$ cat config.mk
export PLATFORM = sky130hd
export DESIGN_NAME = coord2axis
export DESIGN_NICKNAME = d
export VERILOG_FILES = /design/src/rtl/coord2axis_pkg.sv /design/src/rtl/coord2axis_fifo.sv /design/src/rtl/coord2axis.sv
export SDC_FILE = /design/constraint.sdc
export NUM_CORES = 1
export LEC_CHECK = 0
export BUFFER_PORTS_ARGS = -buffer_cell sky130_fd_sc_hd__buf_2
export CELL_PAD_IN_SITES_DETAIL_PLACEMENT = 1
export CELL_PAD_IN_SITES_GLOBAL_PLACEMENT = 1
export CORE_MARGIN = 2
export CORE_UTILIZATION = 53
export DETAILED_ROUTE_END_ITERATION = 6
export HOLD_SLACK_MARGIN = 0.12
export PLACE_DENSITY_LB_ADDON = 0.1
export SYNTH_ARGS = -nofsm -noshare
export SYNTH_HDL_FRONTEND = slang
export SYNTH_SLANG_ARGS = --single-unit
$ cat constraint.sdc
create_clock -name clk -period 4.2 [get_ports clk]
set_input_delay 0.84 -clock clk [delete_from_list [all_inputs] [get_ports clk]]
set_output_delay 0.84 -clock clk [all_outputs]
set_load 0.02 [all_outputs]
$ cat src/rtl/coord2axis_pkg.sv
// Shared types for the coordinate-timed pixel to AXI4-Stream video bridge.
package coord2axis_pkg;

  typedef enum logic [1:0] {
    WAIT_SOF,
    STREAM,
    DROP
  } state_t;

  // Sideband tag stored alongside each pixel; FIFO entry layout is {tag, pixel}.
  typedef struct packed {
    logic tuser;
    logic tlast;
  } entry_tag_t;

  localparam int TAG_W = $bits(entry_tag_t);

endpackage

$ cat src/rtl/coord2axis_fifo.sv
// Synchronous pixel FIFO with occupancy count; a write into a full FIFO
// is accepted only when a read happens in the same cycle.
module coord2axis_fifo
  import coord2axis_pkg::*;
#(
  parameter int WIDTH = 26,
  parameter int DEPTH = 16
) (
  input  logic                       clk,
  input  logic                       rst,
  input  logic                       wr_en,
  input  logic [WIDTH-1:0]           wr_data,
  input  logic                       rd_en,
  output logic [WIDTH-1:0]           rd_data,
  output logic [$clog2(DEPTH):0]     count,
  output logic                       full,
  output logic                       empty
);

  localparam int AW = $clog2(DEPTH);
  localparam logic [AW:0] DEPTH_C = (AW + 1)'(DEPTH);

  logic [WIDTH-1:0] mem [DEPTH];
  logic [AW-1:0]    wr_ptr;
  logic [AW-1:0]    rd_ptr;
  logic             do_wr;
  logic             do_rd;

  assign empty   = (count == '0);
  assign full    = (count == DEPTH_C);
  assign do_rd   = rd_en && !empty;
  assign do_wr   = wr_en && (!full || do_rd);
  assign rd_data = mem[rd_ptr];

  always_ff @(posedge clk) begin
    if (do_wr) mem[wr_ptr] <= wr_data;
  end

  always_ff @(posedge clk or posedge rst) begin
    if (rst) begin
      wr_ptr <= '0;
      rd_ptr <= '0;
      count  <= '0;
    end else begin
      if (do_wr) wr_ptr <= wr_ptr + 1'b1;
      if (do_rd) rd_ptr <= rd_ptr + 1'b1;
      case ({do_wr, do_rd})
        2'b10:   count <= count + 1'b1;
        2'b01:   count <= count - 1'b1;
        default: count <= count;
      endcase
    end
  end

endmodule

$ cat src/rtl/coord2axis.sv
// Coordinate-timed pixel stream to AXI4-Stream video (VDMA S2MM), no input backpressure.
// Optional COORD2AXIS_DROP_CNT_EN adds a saturating count of frames that entered DROP.
module coord2axis
  import coord2axis_pkg::*;
#(
  parameter int DATA_WIDTH = 8,
  parameter int H_ACTIVE   = -1,
  parameter int V_ACTIVE   = -1,
  parameter int H_FRAME    = -1,
  parameter int V_FRAME    = -1,
  parameter int FIFO_DEPTH = 16
) (
  input  logic                         clk,
  input  logic                         rst,
  input  logic [DATA_WIDTH*3-1:0]      in_data,
  input  logic [$clog2(V_FRAME)-1:0]   in_vcnt,
  input  logic [$clog2(H_FRAME)-1:0]   in_hcnt,
  input  logic                         in_vde,
  output logic [DATA_WIDTH*3-1:0]      m_axis_tdata,
  output logic                         m_axis_tvalid,
  input  logic                         m_axis_tready,
  output logic                         m_axis_tuser,
  output logic                         m_axis_tlast,
  output logic                         overflow
`ifdef COORD2AXIS_DROP_CNT_EN
  ,
  output logic [15:0]                  drop_cnt
`endif
);

  localparam int HW      = $clog2(H_FRAME);
  localparam int PIX_W   = DATA_WIDTH * 3;
  localparam int ENTRY_W = TAG_W + PIX_W;
  localparam int CNT_W   = $clog2(FIFO_DEPTH) + 1;
  localparam logic [HW-1:0] EOL_H = HW'(H_ACTIVE - 1);

  state_t             state;
  state_t             state_next;
  logic               sof;
  logic               eol;
  logic               pop;
  logic               can_write;
  logic               wr_en;
  logic               ovf_set;
  entry_tag_t         wr_tag;
  logic [ENTRY_W-1:0] rd_data;
  logic [CNT_W-1:0]   fifo_count;
  logic               fifo_full;
  logic               fifo_empty;

  assign sof       = in_vde && (in_vcnt == '0) && (in_hcnt == '0);
  assign eol       = in_vde && (in_hcnt == EOL_H);
  assign wr_tag    = '{tuser: sof, tlast: eol};
  assign m_axis_tvalid = (fifo_count != '0);
  assign pop       = m_axis_tvalid && m_axis_tready;
  assign can_write = !fifo_full || pop;

  // Gate the FIFO head so the outputs read zero whenever nothing is queued.
  assign {m_axis_tuser, m_axis_tlast, m_axis_tdata} = fifo_empty ? '0 : rd_data;

  coord2axis_fifo #(
    .WIDTH (ENTRY_W),
    .DEPTH (FIFO_DEPTH)
  ) u_fifo (
    .clk     (clk),
    .rst     (rst),
    .wr_en   (wr_en),
    .wr_data ({wr_tag, in_data}),
    .rd_en   (pop),
    .rd_data (rd_data),
    .count   (fifo_count),
    .full    (fifo_full),
    .empty   (fifo_empty)
  );

  always_comb begin
    state_next = state;
    wr_en      = 1'b0;
    ovf_set    = 1'b0;
    unique case (state)
      WAIT_SOF, DROP: begin
        if (sof) begin
          if (can_write) begin
            wr_en      = 1'b1;
            state_next = STREAM;
          end else begin
            ovf_set    = 1'b1;
            state_next = DROP;
          end
        end
      end
      STREAM: begin
        if (in_vde) begin
          if (can_write) begin
            wr_en = 1'b1;
          end else begin
            ovf_set    = 1'b1;
            state_next = DROP;
          end
        end
      end
      default: state_next = WAIT_SOF;
    endcase
  end

  always_ff @(posedge clk or posedge rst) begin
    if (rst) begin
      state    <= WAIT_SOF;
      overflow <= 1'b0;
    end else begin
      state <= state_next;
      if (ovf_set) overflow <= 1'b1;
    end
  end

`ifdef COORD2AXIS_DROP_CNT_EN
  always_ff @(posedge clk or posedge rst) begin
    if (rst) begin
      drop_cnt <= '0;
    end else if (state != DROP && state_next == DROP && drop_cnt != '1) begin
      drop_cnt <= drop_cnt + 16'd1;
    end
  end
`endif

endmodule

==> results of run 1 <==
[state kept, by name, summed over array words and instances, names as in the netlist]
name,count
u_fifo.wr_ptr,4
overflow,1
u_fifo.rd_ptr,4
u_fifo.mem,416
u_fifo.count,5
state,2
[where the power goes]
part	leakage (nW)	total, mW	internal, mW	switching (mW)
sequential	3.88	4.71	4.71	0
combinational	1.86	0.105	0.0339	0.0710
clock	0.670	3.73	2.19	1.55
total	6.41	8.55	6.93	1.62
[metrics by stage]
step | utilization | instances
CTS | 0.629 | 1366
detailed placement | 0.586 | 1288
global route | 0.629 | 1366
floorplan | - | 777
global placement | 0.586 | 1288
finish | 0.629 | 1366
[worst max-delay path, delay by kind of cell, from the launching register on]
family        cells  cell delay (ps)
buf+inv           2              480
mux               2             1060
flops             1              690
simple gates      1              200
[final timing paths]
path / endpoint / slack, ps / cells after the start
max in group asynchronous: u_fifo.rd_ptr[0] / 3290 / 2
max reg2reg: u_fifo.count[4] / 1050 / 13
min reg2reg: overflow / 490 / 1
max: m_axis_tdata[1] / 380 / 5
min: u_fifo.count[3] / 400 / 2
min in group clk: overflow / 490 / 1
[Yosys cell counts, types with 6 or more instances]
master    number  area, µm²
edfxtp_1     416      12500
mux4_2       130       2930
and2_1        30        188
clkbuf_1      24       90.1
nor4_1        20        125
and3_2        16        120
dfrtp_1       16        400
nand2_1       11       41.3
nand4_1       11       68.8
buf_1          9       33.8
ha_1           9        113
nor2_1         9       33.8
inv_1          7       26.3
buf_2          6       30.0
nand3_1        6       30.0
xor2_1         6       52.6
[logic make-up after synthesis]
| group | count (synthesis) | synth area share |
|---|---|---|
| flops | 432 | 0.750 |
| mux | 135 | 0.174 |
| simple gates | 124 | 0.0434 |
| buf+inv | 48 | 0.0118 |
| compound gates | 19 | 0.00896 |
| xor+xnor | 10 | 0.00510 |
| fa+ha+maj | 9 | 0.00656 |
[metal layers]
metal,up-vias,global-route usage,part of all wire
met1,4619,0.336,0.41
met5,-,0,0
li1,3604,-,-
met4,0,0.0611,0.020
met2,327,0.418,0.51
met3,67,0.0349,0.061
[final cells by class]
cell class                 count  share of cell area
timing repair buffer         150              0.0528
clock buffer                  59              0.0601
clock inverter                19             0.00878
multi-input combinational    297               0.205
sequential                   432               0.646
inverter                       7             0.00132
tap                          402              0.0252
==> out/metrics.cfg, run 1 <==
[drt]
postRouteAntennaNets=0
finalWirelength_um=39800
drt-initial-drc-count=824
viasPerCell=6.31
wire_per_inst_um=29.1
dr.pass1.iters=5
drc=0
route.vias.total=8617

[timing]
setup_ws_ps=381
min_period_ps=3820
max-slew-margin-rel=0.147
rsz0062_at_grt=false
fmax_mhz=262
period_share=0.909
worstMarginPinSlew_ps=1270
drv_slew=0
setup_viol=0
skew_ps=11.3
fin_hold_ws_ps=405
setup_tns_ps=0
hold_violations=0

[floorplanning]
initial_utilization=0.542
die_y_um=184
pin_count=120
core_area_mm2=0.0317
dieArea_mm2=0.0339
num_rows=65
die_w_um=184

[finish]
fin_area_mm2=0.0200
multiInputGateArea_mm2=0.00410
layout-drive-gt1-share=0.381
n_antenna_cell=0
mostFrequentLayoutCell=edfxtp_1
final_nets=1033
n_fill_cell=2628
seq_area_mm2=0.0129
final_cell_mix=416 x edfxtp_1, 130 x mux4_2, 119 x buf_2, 46 x clkbuf_16, 30 x and2_1
area_growth_syn_to_layout_pct=16.2

[yosys]
synth_fp_nets=878
synth_cells=777
synth.ff_latch_count=432
synth-seq-area-share=0.750
ys_async_sr_fraction=0.0370
synth_area_mm2=0.0172
synth_cell_types=39
synth_ff_type=edfxtp_1
avgSynthCellArea_um2=22.1
synth_warnings=0
synth_edf_count=416

[setup_path]
r2r-start=u_fifo.count[1]
max_stage_delay_ps=690
cp-startpoint=u_fifo.rd_ptr[0]
critPathSlowestCell=dfrtp_4
crit_type=reg -> out
end_kind=output pin
cp.required_ps=3360
cp_data_arrival_time_ps=2980
critPathMostFrequentCell=mux4_2
critPathMaxFanout=31
startpoint_type=flop
crit_chain=buf_12 -> mux4_2 -> mux4_2 -> and2_1 -> buf_2

[place]
postPlaceCellArea_mm2=0.0186
gp_congestion=0.863
port_buffers=119
place_ws_ps=159
dp_hpwl_um=22400

[clocking]
cts-root-buf=clkbuf_16
post_cts_resized=0
hold_buffers=0
htree_levels=2
clock_latency_ps=530
postCtsSetupBuffers=0
clockBufferDepth=3
cts.clk_slew.worst_paths_ps=60
clkSinkCount=432
cts_tree=built
cts_buffers=44

[power]
p_per_area_mw_per_mm2=429
total_power_mw=8.55
peakVddDrop_mv=0.313
p_leak_nw=6.41

[global_routing]
grt_pass1_wl_um=59500
grt_overflow_total=0
grt.total_usage=0.244
grt_antenna_before_repair=0
grt_max_degree=33
grt_pass1_vias=9550

[flow_run]
maxCapViolCount=0

[outcome]
status=completed

[hold_path]
hp-class=in -> async

(Power assumes the default switching activity.)
==> run 2: changes to the inputs <==
--- a/config.mk
+++ b/config.mk
@@ -13,6 +13,7 @@
 export DETAILED_ROUTE_END_ITERATION = 6
 export HOLD_SLACK_MARGIN = 0.12
 export PLACE_DENSITY_LB_ADDON = 0.1
+export RECOVER_POWER = 25
 export SYNTH_ARGS = -nofsm -noshare
 export SYNTH_HDL_FRONTEND = slang
 export SYNTH_SLANG_ARGS = --single-unit
==> run 2 against run 1 <==
Net effect: total power hardly changed; cell count stayed put; register-to-register slack better by 20 ps; clock power hardly changed; clock skew is 1.4 ps lower; routed wire length hardly changed; sequential power hardly changed; utilization is 0.063 points lower; sequential share of layout area is 0.065 points higher; critical endpoint unchanged; highest routed layer unchanged.
==> out/metrics.cfg, run 2 (same netlist as run 1, synthesis figures left out) <==
[outcome]
status=completed

[place]
port_buffers=119
place_ws_ps=159
postPlaceCellArea_mm2=0.0186
gp_congestion=0.863
dp_hpwl_um=22400
dpl.cell_count=1288

[finish]
fin_area_mm2=0.0199
layout-drive-gt1-share=0.364
largest_register_ffs=416
n_antenna_cell=0
final_cell_mix=416 x edfxtp_1, 130 x mux4_2, 103 x buf_2, 46 x clkbuf_16, 30 x and2_1
post-route-util=0.629
reg_top3=u_fifo.mem: 416 flops, u_fifo.count: 5 flops
final_cells=1366
mostFrequentLayoutCell=edfxtp_1
n_fill_cell=2632
final_nets=1033
top_register=u_fifo.mem
area_growth_syn_to_layout_pct=16.0
multiInputGateArea_mm2=0.00410
seq_area_mm2=0.0129

[power]
p_per_area_mw_per_mm2=429
total_power_mw=8.55
p_leak_nw=6.37
peakVddDrop_mv=0.312

[global_routing]
grt_max_degree=33
grt.met1_usage=0.336
met3_usage=0.0349
grt_most_used_layer=met2
grt_pass1_wl_um=59500
grt_antenna_before_repair=0
grt_overflow_total=0
grt.met2_usage=0.418
grt.total_usage=0.244
grt_pass1_vias=9550

[timing]
skew_ps=9.92
hold_violations=0
fmax_mhz=262
setup_viol=0
max-slew-margin-rel=0.167
drv_slew=0
setup_tns_ps=0
setup_ws_ps=381
min_period_ps=3820
worstMarginPinSlew_ps=1240
period_share=0.909
rsz0062_at_grt=false
fin_hold_ws_ps=406

[drt]
viasPerCell=6.30
wire_per_inst_um=29.1
finalWirelength_um=39800
postRouteAntennaNets=0
drc=0
route.vias.total=8606
dr.pass1.iters=5
drt-initial-drc-count=738

[clocking]
cts_tree=built
hold_buffers=0
postCtsSetupBuffers=0
clkSinkCount=432
cts_buffers=44
post_cts_resized=0
clockBufferDepth=3
cts.clk_slew.worst_paths_ps=60
cts-root-buf=clkbuf_16
clock_latency_ps=530
htree_levels=2

[setup_path]
end_kind=output pin
cp_data_arrival_time_ps=2980
cp.required_ps=3360
critPathMaxFanout=31
critPathBufInv=2
path_delay_family=multiplexers
crit_type=reg -> out
startpoint_type=flop
critPathMostFrequentCell=mux4_2
max_stage_delay_ps=700
critPathSlowestCell=dfrtp_4
crit_chain=buf_12 -> mux4_2 -> mux4_2 -> and2_1 -> buf_2

[floorplanning]
die_y_um=184
num_rows=65
dieArea_mm2=0.0339
die_w_um=184
pin_count=120
initial_utilization=0.542
core_area_mm2=0.0317

[hold_path]
hp-class=in -> async

[flow_run]
maxCapViolCount=0

run 2: area by class of cell:
type,instances,share of cell area
Sequential cell,432,0.647
Multi-Input combinational cell,297,0.205
Clock buffer,59,0.0602
Timing Repair Buffer,150,0.0518
Tap cell,402,0.0252
Clock inverter,19,0.00879
Inverter,7,0.00132
run 2: layer usage:
| layer | vias up | part of all wire |
|---|---|---|
| met3 | 67 | 0.059 |
| met2 | 330 | 0.51 |
| li1 | 3602 | - |
| met1 | 4607 | 0.41 |
| met4 | 0 | 0.020 |
| met5 | - | 0 |
run 2: path summary, 6_finish.rpt:
path	from	endpoint	slack, ps	cells past startpoint
setup / recovery	u_fifo.rd_ptr[0]	m_axis_tdata[1]	380	5
hold / removal	rst	u_fifo.count[3]	410	2
setup reg to reg	u_fifo.count[1]	u_fifo.count[4]	1070	13
hold reg to reg	overflow	overflow	500	1
max in group asynchronous	rst	u_fifo.rd_ptr[0]	3290	2
min in group clk	overflow	overflow	500	1
run 2: where the power goes:
part           total, mW  internal (mW)  switching, mW
registers           4.71           4.71              0
logic              0.103         0.0315         0.0710
clock network       3.73           2.19           1.54
total               8.55           6.93           1.61
==> run 3: changes to the inputs <==
--- a/config.mk
+++ b/config.mk
@@ -8,12 +8,14 @@
 export BUFFER_PORTS_ARGS = -buffer_cell sky130_fd_sc_hd__buf_2
 export CELL_PAD_IN_SITES_DETAIL_PLACEMENT = 1
 export CELL_PAD_IN_SITES_GLOBAL_PLACEMENT = 1
-export CORE_MARGIN = 2
+export CORE_MARGIN = 1.5
 export CORE_UTILIZATION = 53
 export DETAILED_ROUTE_END_ITERATION = 6
+export GPL_TIMING_DRIVEN = 0
 export HOLD_SLACK_MARGIN = 0.12
 export PLACE_DENSITY_LB_ADDON = 0.1
 export RECOVER_POWER = 25
+export REMOVE_ABC_BUFFERS = 1
 export SYNTH_ARGS = -nofsm -noshare
 export SYNTH_HDL_FRONTEND = slang
 export SYNTH_SLANG_ARGS = --single-unit
==> run 3 against run 2 <==
Net effect: global-route usage is 0.47 points lower; first-iteration DRC count increased by 12%; clock skew increased by 5.5 ps; non-clock buffer count is 21 lower; die area fell by 1.1%; sequential power about the same; utilization decreased by 0.45 points; cell count shrank 1.0%; hold slack lost 21 ps; register-to-register slack got worse by 630 ps.
==> out/metrics.cfg, run 3 (same netlist as run 1, synthesis figures left out) <==
[finish]
final_cell_mix=416 x edfxtp_1, 130 x mux4_2, 101 x buf_2, 48 x clkbuf_16, 32 x clkbuf_1
reg_top3=u_fifo.mem: 416 flops, u_fifo.count: 5 flops
layout-drive-gt1-share=0.352
largest_register_ffs=416
final_nets=1013
final_cells=1352
area_growth_syn_to_layout_pct=15.2
top_register=u_fifo.mem
mostFrequentLayoutCell=edfxtp_1
n_fill_cell=2627

[floorplanning]
die_y_um=183
initial_utilization=0.542
dieArea_mm2=0.0335
num_rows=65
die_w_um=183
pin_count=120
core_area_mm2=0.0317

[drt]
drc=0
route.vias.total=8405
postRouteAntennaNets=0
dr.pass1.iters=4
finalWirelength_um=39300
viasPerCell=6.22
drt-initial-drc-count=826
wire_per_inst_um=29.0

[setup_path]
cp.required_ps=3360
critPathMostFrequentCell=mux4_2
cp-startpoint=u_fifo.rd_ptr[1]
critPathCapture=m_axis_tdata[20]
r2r-end=u_fifo.count[4]
crit_chain=buf_16 -> mux4_2 -> mux4_2 -> and2_1 -> buf_2
ff2ff_setup_slack_ps=440
crit_type=reg -> out
end_kind=output pin
cp_data_arrival_time_ps=3200
r2r-start=u_fifo.count[1]
startpoint_type=flop
critPathMaxFanout=60
max_stage_delay_ps=1060
critPathSlowestCell=dfrtp_4
r2r_cells=11

[hold_path]
hp-class=in -> async

[clocking]
cts_buffers=45
cts-root-buf=clkbuf_16
post_cts_resized=0
cts_tree=built
clockBufferDepth=3
cts.clk_slew.worst_paths_ps=60
clkSinkCount=432
clock_latency_ps=540
htree_levels=2

[global_routing]
grt_pass1_vias=9106
grt_max_degree=61
grt_overflow_total=0
grt.total_usage=0.240
grt_antenna_before_repair=1
grt_pass1_wl_um=57000

[place]
dp_hpwl_um=20600
gp_congestion=0.972
dpl.cell_count=1263
port_buffers=119

[flow_run]
maxCapViolCount=0

[outcome]
status=completed

[power]
peakVddDrop_mv=0.275
p_per_area_mw_per_mm2=443
p_leak_nw=6.28
total_power_mw=8.76

[timing]
worstMarginPinSlew_ps=1230
rsz0062_at_grt=false
drv_slew=0
min_period_ps=4040
max-slew-margin-rel=0.175
period_share=0.962
skew_ps=15.4
setup_viol=0
hold_violations=0
fmax_mhz=247

[run 3: cell count changes in the layout (fill, tap and decap cells not counted), sizes merged]
cell | before | now
diode | 0 | 1
clkbuf | 75 | 80
bufinv | 3 | 5
clkinvlp | 1 | 2
inv | 7 | 8
buf | 134 | 110
[run 3: worst min-delay path by stage]
stage | endpoint | slack (ps) | depth (start not counted) | startpoint
finish | state[1] | 380 | 2 | rst
global placement | overflow | 460 | 1 | overflow
detailed placement | u_fifo.count[4] | 480 | 1 | u_fifo.count[4]
CTS | state[1] | 400 | 2 | rst
floorplan | u_fifo.count[4] | 450 | 1 | u_fifo.count[4]
global route | state[1] | 420 | 2 | rst
[run 3: layout make-up]
class                      count  area (µm²)  share of cell area
timing repair buffer         129         783              0.0396
clock buffer                  61        1230              0.0621
clock inverter                23         246              0.0125
tap                          402         503              0.0254
inverter                       7        26.3             0.00133
sequential                   432       12900               0.652
antenna                        1        2.50            0.000126
multi-input combinational    297        4100               0.207
[run 3: repair_timing]
item | in CTS | in global routing
setup buffers | 2 | 1
pin swaps | 0 | 1
hold buffers | 0 | 0
gates cloned | 0 | 1
endpoints found under the setup margin | 13 | 3
[run 3: metal layers]
| layer | up-vias | global-route usage | wire, µm |
|---|---|---|---|
| met1 | 4449 | 0.315 | 16100 |
| met5 | - | 0 | 0 |
| li1 | 3569 | - | - |
| met3 | 74 | 0.0393 | 2290 |
| met2 | 313 | 0.412 | 19900 |
| met4 | 0 | 0.0810 | 1060 |
[run 3: worst max-delay path, delay by kind of cell, from the launching register on]
family,cells,cell delay [ps]
AND/OR/NAND/NOR,1,180
multiplexers,2,850
buffers and inverters,2,500
flip-flops,1,1060
[run 3: stage by stage]
step                cell area (µm²)  utilization  TNS (ps)  worst slack, ps  hold slack (ps)
detailed placement            18300        0.576      -397             -207              475
finish                        19800        0.624         0              159              384
global placement              18100        0.571   -107370            -3870              457
global route                  19800        0.624         0             32.8              424
floorplan                     17000            -    -56210            -2080              447
CTS                           19800        0.624         0             45.5              398
[run 3: power breakdown]
group / switching [mW] / total (mW) / internal [mW]
clock network: 1.58 / 3.94 / 2.36
registers: 0 / 4.71 / 4.71
logic: 0.0725 / 0.104 / 0.0313
total: 1.65 / 8.76 / 7.11
